`src/rtl/control_unit_pkg.sv`:
```
// Shared decode constants for the RV32I control unit: opcodes, select encodings, control bundle.
package control_unit_pkg;

    localparam int unsigned INSTR_W  = 32;
    localparam int unsigned OPCODE_W = 7;
    localparam int unsigned FUNCT3_W = 3;
    localparam int unsigned ALU_W    = 4;

    localparam logic [OPCODE_W-1:0] OPC_OP     = 7'b0110011;
    localparam logic [OPCODE_W-1:0] OPC_OP_IMM = 7'b0010011;
    localparam logic [OPCODE_W-1:0] OPC_LOAD   = 7'b0000011;
    localparam logic [OPCODE_W-1:0] OPC_STORE  = 7'b0100011;
    localparam logic [OPCODE_W-1:0] OPC_BRANCH = 7'b1100011;
    localparam logic [OPCODE_W-1:0] OPC_JAL    = 7'b1101111;
    localparam logic [OPCODE_W-1:0] OPC_JALR   = 7'b1100111;
    localparam logic [OPCODE_W-1:0] OPC_LUI    = 7'b0110111;
    localparam logic [OPCODE_W-1:0] OPC_AUIPC  = 7'b0010111;
    localparam logic [OPCODE_W-1:0] OPC_FENCE  = 7'b0001111;
    localparam logic [OPCODE_W-1:0] OPC_SYSTEM = 7'b1110011;

    localparam logic [ALU_W-1:0] ALU_ADD    = 4'b0000;
    localparam logic [ALU_W-1:0] ALU_PASS_B = 4'b1111;

    typedef enum logic [2:0] {
        IMM_I = 3'b000,
        IMM_S = 3'b001,
        IMM_B = 3'b010,
        IMM_U = 3'b011,
        IMM_J = 3'b100
    } imm_sel_e;

    typedef enum logic [1:0] {
        WB_MEM = 2'b00,
        WB_ALU = 2'b01,
        WB_PC4 = 2'b10
    } wb_sel_e;

    typedef struct packed {
        logic                pc_sel;
        imm_sel_e            imm_sel;
        logic                reg_wen;
        logic                br_un;
        logic                alu_src1;
        logic                alu_src2;
        logic [ALU_W-1:0]    alu_sel;
        logic                mem_rw;
        logic [FUNCT3_W-1:0] ld_u;
        wb_sel_e             wb_sel;
    } ctrl_t;

    // FENCE and SYSTEM are legal encodings even though the core treats them as NOPs.
    function automatic logic opcode_defined(input logic [OPCODE_W-1:0] opc);
        case (opc)
            OPC_OP, OPC_OP_IMM, OPC_LOAD, OPC_STORE, OPC_BRANCH,
            OPC_JAL, OPC_JALR, OPC_LUI, OPC_AUIPC, OPC_FENCE, OPC_SYSTEM:
                opcode_defined = 1'b1;
            default:
                opcode_defined = 1'b0;
        endcase
    endfunction

endpackage

```
`src/rtl/control_unit_branch_resolve.sv`:
```
// Branch condition resolution from funct3 and the comparator flags.
module control_unit_branch_resolve
    import control_unit_pkg::*;
(
    input  logic [FUNCT3_W-1:0] funct3_i,
    input  logic                br_eq_i,
    input  logic                br_lt_i,
    output logic                taken_o,
    output logic                br_un_o,
    output logic                defined_o
);

    assign br_un_o = funct3_i[1];

    always_comb begin
        taken_o   = 1'b0;
        defined_o = 1'b1;
        case (funct3_i)
            3'b000:         taken_o = br_eq_i;
            3'b001:         taken_o = ~br_eq_i;
            3'b100, 3'b110: taken_o = br_lt_i;
            3'b101, 3'b111: taken_o = ~br_lt_i;
            default:        defined_o = 1'b0;
        endcase
    end

endmodule

```
`src/rtl/control_unit.sv`:
```
// Single-cycle RV32I main decoder. Define CONTROL_ILLEGAL_FLAG_EN to add the sticky
// illegal_instr register; otherwise clk and rst are unused.
module control_unit
    import control_unit_pkg::*;
(
    input  logic               clk,
    input  logic               rst,
    input  logic [INSTR_W-1:0] instr,
    input  logic               BrEq,
    input  logic               BrLT,
    output logic               PCSel,
    output logic [2:0]         ImmSel,
    output logic               RegWEn,
    output logic               BrUn,
    output logic               ALUsrc1,
    output logic               ALUsrc2,
    output logic [ALU_W-1:0]   AluSEL,
    output logic               MemRw,
    output logic [2:0]         ldU,
    output logic [1:0]         WBSel
`ifdef CONTROL_ILLEGAL_FLAG_EN
    ,
    output logic               illegal_instr
`endif
);

    logic [OPCODE_W-1:0] opcode;
    logic [FUNCT3_W-1:0] funct3;
    logic                br_taken;
    logic                br_un;
    logic                br_defined;
    ctrl_t               ctrl_c;

    assign opcode = instr[6:0];
    assign funct3 = instr[14:12];

    control_unit_branch_resolve u_branch_resolve (
        .funct3_i  (funct3),
        .br_eq_i   (BrEq),
        .br_lt_i   (BrLT),
        .taken_o   (br_taken),
        .br_un_o   (br_un),
        .defined_o (br_defined)
    );

    // Main decode; unlisted opcodes fall through to the NOP defaults.
    always_comb begin
        ctrl_c        = '0;
        ctrl_c.wb_sel = WB_ALU;
        case (opcode)
            OPC_OP: begin
                ctrl_c.reg_wen = 1'b1;
                ctrl_c.alu_sel = {instr[30], funct3};
            end
            OPC_OP_IMM: begin
                ctrl_c.reg_wen  = 1'b1;
                ctrl_c.alu_src2 = 1'b1;
                ctrl_c.alu_sel  = (funct3 == 3'b101) ? {instr[30], funct3} : {1'b0, funct3};
            end
            OPC_LOAD: begin
                ctrl_c.reg_wen  = 1'b1;
                ctrl_c.alu_src2 = 1'b1;
                ctrl_c.ld_u     = funct3;
                ctrl_c.wb_sel   = WB_MEM;
            end
            OPC_STORE: begin
                ctrl_c.imm_sel  = IMM_S;
                ctrl_c.alu_src2 = 1'b1;
                ctrl_c.mem_rw   = 1'b1;
                ctrl_c.ld_u     = funct3;
            end
            OPC_BRANCH: begin
                ctrl_c.imm_sel  = IMM_B;
                ctrl_c.alu_src1 = 1'b1;
                ctrl_c.alu_src2 = 1'b1;
                ctrl_c.br_un    = br_un;
                ctrl_c.pc_sel   = br_taken;
            end
            OPC_JAL: begin
                ctrl_c.pc_sel   = 1'b1;
                ctrl_c.imm_sel  = IMM_J;
                ctrl_c.alu_src1 = 1'b1;
                ctrl_c.alu_src2 = 1'b1;
                ctrl_c.reg_wen  = 1'b1;
                ctrl_c.wb_sel   = WB_PC4;
            end
            OPC_JALR: begin
                ctrl_c.pc_sel   = 1'b1;
                ctrl_c.alu_src2 = 1'b1;
                ctrl_c.reg_wen  = 1'b1;
                ctrl_c.wb_sel   = WB_PC4;
            end
            OPC_LUI: begin
                ctrl_c.imm_sel  = IMM_U;
                ctrl_c.alu_src2 = 1'b1;
                ctrl_c.alu_sel  = ALU_PASS_B;
                ctrl_c.reg_wen  = 1'b1;
            end
            OPC_AUIPC: begin
                ctrl_c.imm_sel  = IMM_U;
                ctrl_c.alu_src1 = 1'b1;
                ctrl_c.alu_src2 = 1'b1;
                ctrl_c.reg_wen  = 1'b1;
            end
            default: ;
        endcase
    end

    assign PCSel   = ctrl_c.pc_sel;
    assign ImmSel  = ctrl_c.imm_sel;
    assign RegWEn  = ctrl_c.reg_wen;
    assign BrUn    = ctrl_c.br_un;
    assign ALUsrc1 = ctrl_c.alu_src1;
    assign ALUsrc2 = ctrl_c.alu_src2;
    assign AluSEL  = ctrl_c.alu_sel;
    assign MemRw   = ctrl_c.mem_rw;
    assign ldU     = ctrl_c.ld_u;
    assign WBSel   = ctrl_c.wb_sel;

    logic unused_instr_bits;
    assign unused_instr_bits = &{1'b0, instr[31], instr[29:15], instr[11:7]};

`ifdef CONTROL_ILLEGAL_FLAG_EN
    logic illegal_q;
    logic illegal_d;
    logic bad_c;

    assign bad_c = (instr[1:0] != 2'b11) || !opcode_defined(opcode) ||
                   ((opcode == OPC_BRANCH) && !br_defined);

    always_comb begin
        illegal_d = illegal_q | bad_c;
    end

    // Sticky flag; reset takes priority over a same-edge set.
    always_ff @(posedge clk) begin
        if (rst) begin
            illegal_q <= 1'b0;
        end else begin
            illegal_q <= illegal_d;
        end
    end

    assign illegal_instr = illegal_q;
`else
    logic unused_cfg;
    assign unused_cfg = &{1'b0, clk, rst, br_defined};
`endif

endmodule

```
`config.mk`:
```
export PLATFORM = sky130hd
export DESIGN_NAME = control_unit
export DESIGN_NICKNAME = d
export VERILOG_FILES = /design/src/rtl/control_unit_pkg.sv /design/src/rtl/control_unit_branch_resolve.sv /design/src/rtl/control_unit.sv
export SDC_FILE = /design/constraint.sdc
export NUM_CORES = 1
export LEC_CHECK = 0
export ABC_AREA = 0
export CORE_AREA = 2 2 39 41
export DETAILED_ROUTE_END_ITERATION = 10
export DIE_AREA = 0 0 41 43
export DONT_BUFFER_PORTS = 1
export PLACE_DENSITY = 0.5
export SLEW_MARGIN = 10
export SYNTH_ARGS = -nofsm -noshare
export SYNTH_HDL_FRONTEND = slang
export SYNTH_SLANG_ARGS = --single-unit
export TNS_END_PERCENT = 1
```
`constraint.sdc`:
```
create_clock -name vclk -period 0.9
set_input_delay 0.045 -clock vclk [all_inputs]
set_output_delay 0.045 -clock vclk [all_outputs]
set_load 0.005 [all_outputs]
```
==> out/metrics.yaml, run 1 <==
clock_tree:
  postCtsHoldBufs: 0
  cts_resized: 0
  cts_setup_buffers: 0
drt:
  drt-total-wl_mm: 1.008
  route.met3.wl_um: 117
  viasPerCell: 6.077
  first_pass_iters: 4
  dr_wl_met2_um: 460
  drc: 0
  vias: 395
  first_iter_violations: 6
  top_layer: "met3"
  wl_per_cell_um: 15.51
  wl_met1_um: 430
  antenna_left: 0
timing:
  postLayoutSetupSlackWorst_ps: 83.30
  finalHoldViolations: 0
  setup_viol: 0
  finalMaxSlewViolations: 0
  final.setup.tns_ps: 0
  rsz0062_at_grt: "no"
  fin_crit_sh: 0.9074
  layout_min_cycle_time_ps: 816.7
  clock.fmax_ghz: 1.224
  relSlewSlack: 0.7402
  worst_pin_slew_ps: 386.1
  hold_slack_ps: 134.0
worst_setup_path:
  required_ps: 850
  start_kind: "input pin"
  crit_arrival_ps: 770
  crit_type: "input pin to primary output"
  path_cells: "nor4_1 -> a31oi_1 -> or3_1"
  cp_slowest_cell: "or3_1"
  critPathBufInv: 0
  worstPathMaxFanout: 11
  critical_path.top_delay_family: "simple AND/OR/NAND/NOR gates"
  crit_path_end_kind: "primary output"
  cpPeakStageDelay_ps: 340
cells_and_area:
  seq_cells: 0
  drive_gt1_frac: 0.06122
  register_area_sq_um: 0
  fillCellCount: 165
  syn2layout_area_growth_pct: -1.825
  nClkBuffers: 0
  final_cells: 65
  stdcell_area_sq_um: 336.6
  nets: 87
  final_core_util: 0.2432
  antenna_cells: 0
floorplanning:
  die_x_um: 41
  coreArea_sq_mm: 0.001384
  die_height_um: 43
  start_util: 0.2477
  dieArea_sq_mm: 0.001763
  io_pins: 54
  placementRows: 14
status:
  status: "finished clean"
synth:
  synthCells: 53
  yosysWarnings: 0
  yosysUniqueCellTypes: 31
  synthesis.area_sq_um: 342.8
  synth_nets: 89
  synth_area_per_cell_sq_um: 6.468
  yosysSeqAreaShare: 0
grt:
  grt_max_degree: 21
  grt_pass1_vias: 309
  antenna_found_initial: 0
  grtUsageTotal: 0.1059
  grt_pass1_wl_mm: 1.428
  grt_overflow: 0
run:
  max-cap-violations: 0
power_and_ir_drop:
  peakVddDrop_mv: 0.06993
  power_per_cell_area_mw_per_mm2: 231.0
  power_mw: 0.07775
  p_leak_nw: 0.08761
place:
  portBuffers: 0
  post-place-ws_ps: 75.76
  dpl.cell_count: 65
  routabilityCongestion: 0.6247
  hpwlAfterDp_um: 787.5
  dpl-instance-area_sq_um: 336.6
worst_hold_path:
  min-delay-path-class: "input pin to primary output"
-- layout make-up --
cell class,instances,area (sq um),area share
Multi-Input combinational cell,48,309.0,0.9182
Tap cell,16,20.02,0.05948
Timing Repair Buffer,1,7.507,0.02230
-- power breakdown --
group | total, mW | switching [mW] | internal, mW
clock network | 0 | 0 | 0
logic | 0.0777 | 0.0354 | 0.0424
registers | 0 | 0 | 0
-- path summary, 6_finish.rpt --
check | cells after the start | slack (ps) | start | endpoint
setup / recovery | 3 | 80 | instr[5] | WBSel[0]
hold / removal | 1 | 130 | instr[3] | ImmSel[1]
-- placed cells by master (no fill, tap or decap), types with 2 or more instances in the layout --
cell / Yosys / final
a21oi_1: 4 / 4
xnor2_1: 2 / 2
nand2b_1: 3 / 3
nor2_1: 6 / 6
nand2_1: 3 / 3
and2_1: 5 / 5
nor4_1: 3 / 3
a31oi_1: 2 / 2
-- cells by family after synthesis --
family / Yosys count / synth area share
simple gates: 33 / 0.5949
buf+inv: 5 / 0.09853
xor+xnor: 3 / 0.07666
compound gates: 12 / 0.2299
-- synthesized netlist by cell type (2+ instances only) --
cell type | number | area, sq um
a21oi_1 | 4 | 20.02
a31oi_1 | 2 | 12.51
and2_1 | 5 | 31.28
buf_2 | 3 | 15.01
nand2_1 | 3 | 11.26
nand2b_1 | 3 | 18.77
nor2_1 | 6 | 22.52
nor4_1 | 3 | 18.77
xnor2_1 | 2 | 17.52
-- metal layers --
metal  up-vias  global-route usage
li1        191                   -
met1       184              0.1709
met2        20              0.1500
met3         0             0.02094
met4         0                   0
met5         -                   0
(Power assumes the default switching activity.)
==> run 2: changes to the inputs <==
--- a/config.mk
+++ b/config.mk
@@ -6,11 +6,13 @@
 export NUM_CORES = 1
 export LEC_CHECK = 0
 export ABC_AREA = 0
+export CAP_MARGIN = 20
 export CORE_AREA = 2 2 39 41
 export DETAILED_ROUTE_END_ITERATION = 10
 export DIE_AREA = 0 0 41 43
 export DONT_BUFFER_PORTS = 1
 export PLACE_DENSITY = 0.5
+export REMOVE_ABC_BUFFERS = 1
 export SLEW_MARGIN = 10
 export SYNTH_ARGS = -nofsm -noshare
 export SYNTH_HDL_FRONTEND = slang
==> run 2 against run 1 <==
Against the previous run: worst setup slack worse by 1.5 ps; critical endpoint is now ldU[0]; critical path depth is the same; die area unchanged; core utilization rose by 0.99 points; sequential share of layout area unchanged.
==> out/metrics.yaml, run 2 (same netlist as run 1, synthesis figures left out) <==
status:
  status: "finished clean"
cells_and_area:
  fillCellCount: 153
  drive_gt1_frac: 0.1000
  nets: 88
  multi_input_area_sq_um: 315.3
  final_cell_mix: "6 x nor2_1, 5 x and2_1, 4 x a21oi_1, 3 x nand2_1, 3 x nand2b_1"
  nClkBuffers: 0
  register_area_sq_um: 0
  final_cells: 66
  antenna_cells: 0
  stdcell_area_sq_um: 350.3
  syn2layout_area_growth_pct: 2.190
  seq_cells: 0
  final_common_cell: "nor2_1"
drt:
  drt-total-wl_um: 998
  viasPerCell: 6.152
  first_pass_iters: 4
  first_iter_violations: 9
  wl_per_cell_um: 15.12
  vias: 406
  drc: 0
  antenna_left: 0
worst_setup_path:
  path_cells: "or2_4 -> nor4_2 -> and2_1"
  cp_slowest_cell: "nor4_2"
  crit_path_end_kind: "primary output"
  cpPeakStageDelay_ps: 280
  worstPathMaxFanout: 7
  crit_type: "input pin to primary output"
  required_ps: 850
  crit_arrival_ps: 770
  critPathLaunch: "instr[6]"
  start_kind: "input pin"
run:
  max-cap-violations: 0
place:
  post-place-ws_ps: 79.71
  dpl.cell_count: 66
  dpl-instance-area_sq_um: 344.1
  portBuffers: 0
  routabilityCongestion: 0.5704
  hpwlAfterDp_um: 780.1
clock_tree:
  postCtsHoldBufs: 0
  cts_resized: 0
  cts_setup_buffers: 0
power_and_ir_drop:
  peakVddDrop_mv: 0.05396
  p_leak_nw: 0.09255
  power_per_cell_area_mw_per_mm2: 230.4
  power_mw: 0.08072
floorplanning:
  placementRows: 14
  die_x_um: 41
  die_height_um: 43
  start_util: 0.2477
  io_pins: 54
  dieArea_sq_mm: 0.001763
  coreArea_sq_mm: 0.001384
timing:
  postLayoutSetupSlackWorst_ps: 81.84
  final.setup.tns_ps: 0
  clock.fmax_ghz: 1.222
  finalMaxSlewViolations: 0
  setup_viol: 0
  worst_pin_slew_ps: 386.6
  rsz0062_at_grt: "no"
  finalHoldViolations: 0
  fin_crit_sh: 0.9091
  layout_min_cycle_time_ps: 818.2
  relSlewSlack: 0.7399
worst_hold_path:
  min_from: "instr[3]"
  min-delay-path-class: "input pin to primary output"
  whs_endpoint: "ImmSel[1]"
  holdPathStages: 1
grt:
  grt_pass1_wl_mm: 1.386
  grt_overflow: 0
  grtUsageTotal: 0.1039
  antenna_found_initial: 0
  grt_max_degree: 21
  grt_pass1_vias: 332
run 2: worst max-delay path: cells and delay by family:
| kind | cells | cell delay (ps) |
|---|---|---|
| simple gates | 3 | 730 |
run 2: cell type report:
class / count / share of cell area
multi-input cells: 48 / 0.9000
well taps: 16 / 0.05714
repair buffers: 2 / 0.04286
run 2: through the flow:
stage            util  hold slack (ps)
2_1_floorplan       -            125.4
3_3_place_gp   0.2486            135.2
3_5_place_dp   0.2486            136.4
4_1_cts        0.2486            136.4
5_1_grt        0.2532            139.2
6_report       0.2532            132.6
run 2: worst max path at each step:
stage | slack [ps] | end | depth (start not counted)
4_1_cts | 80 | ldU[0] | 3
3_3_place_gp | 90 | ldU[1] | 3
2_1_floorplan | 120 | WBSel[0] | 3
3_5_place_dp | 80 | ldU[0] | 3
5_1_grt | 6 | MemRw | 3
6_report | 80 | ldU[0] | 3
run 2: routing by layer:
| layer | wire length (um) | track usage |
|---|---|---|
| met1 | 421 | 0.1456 |
| met5 | 0 | 0 |
| met2 | 438 | 0.1750 |
| met3 | 137 | 0.01047 |
| met4 | 0 | 0 |
run 2: where the power goes:
| group | leakage [nW] | internal [mW] | total, mW | switching, mW |
|---|---|---|---|---|
| Clock | 0 | 0 | 0 | 0 |
| Sequential | 0 | 0 | 0 | 0 |
| Combinational | 0.0926 | 0.0457 | 0.0807 | 0.0350 |
| Total | 0.0926 | 0.0457 | 0.0807 | 0.0350 |
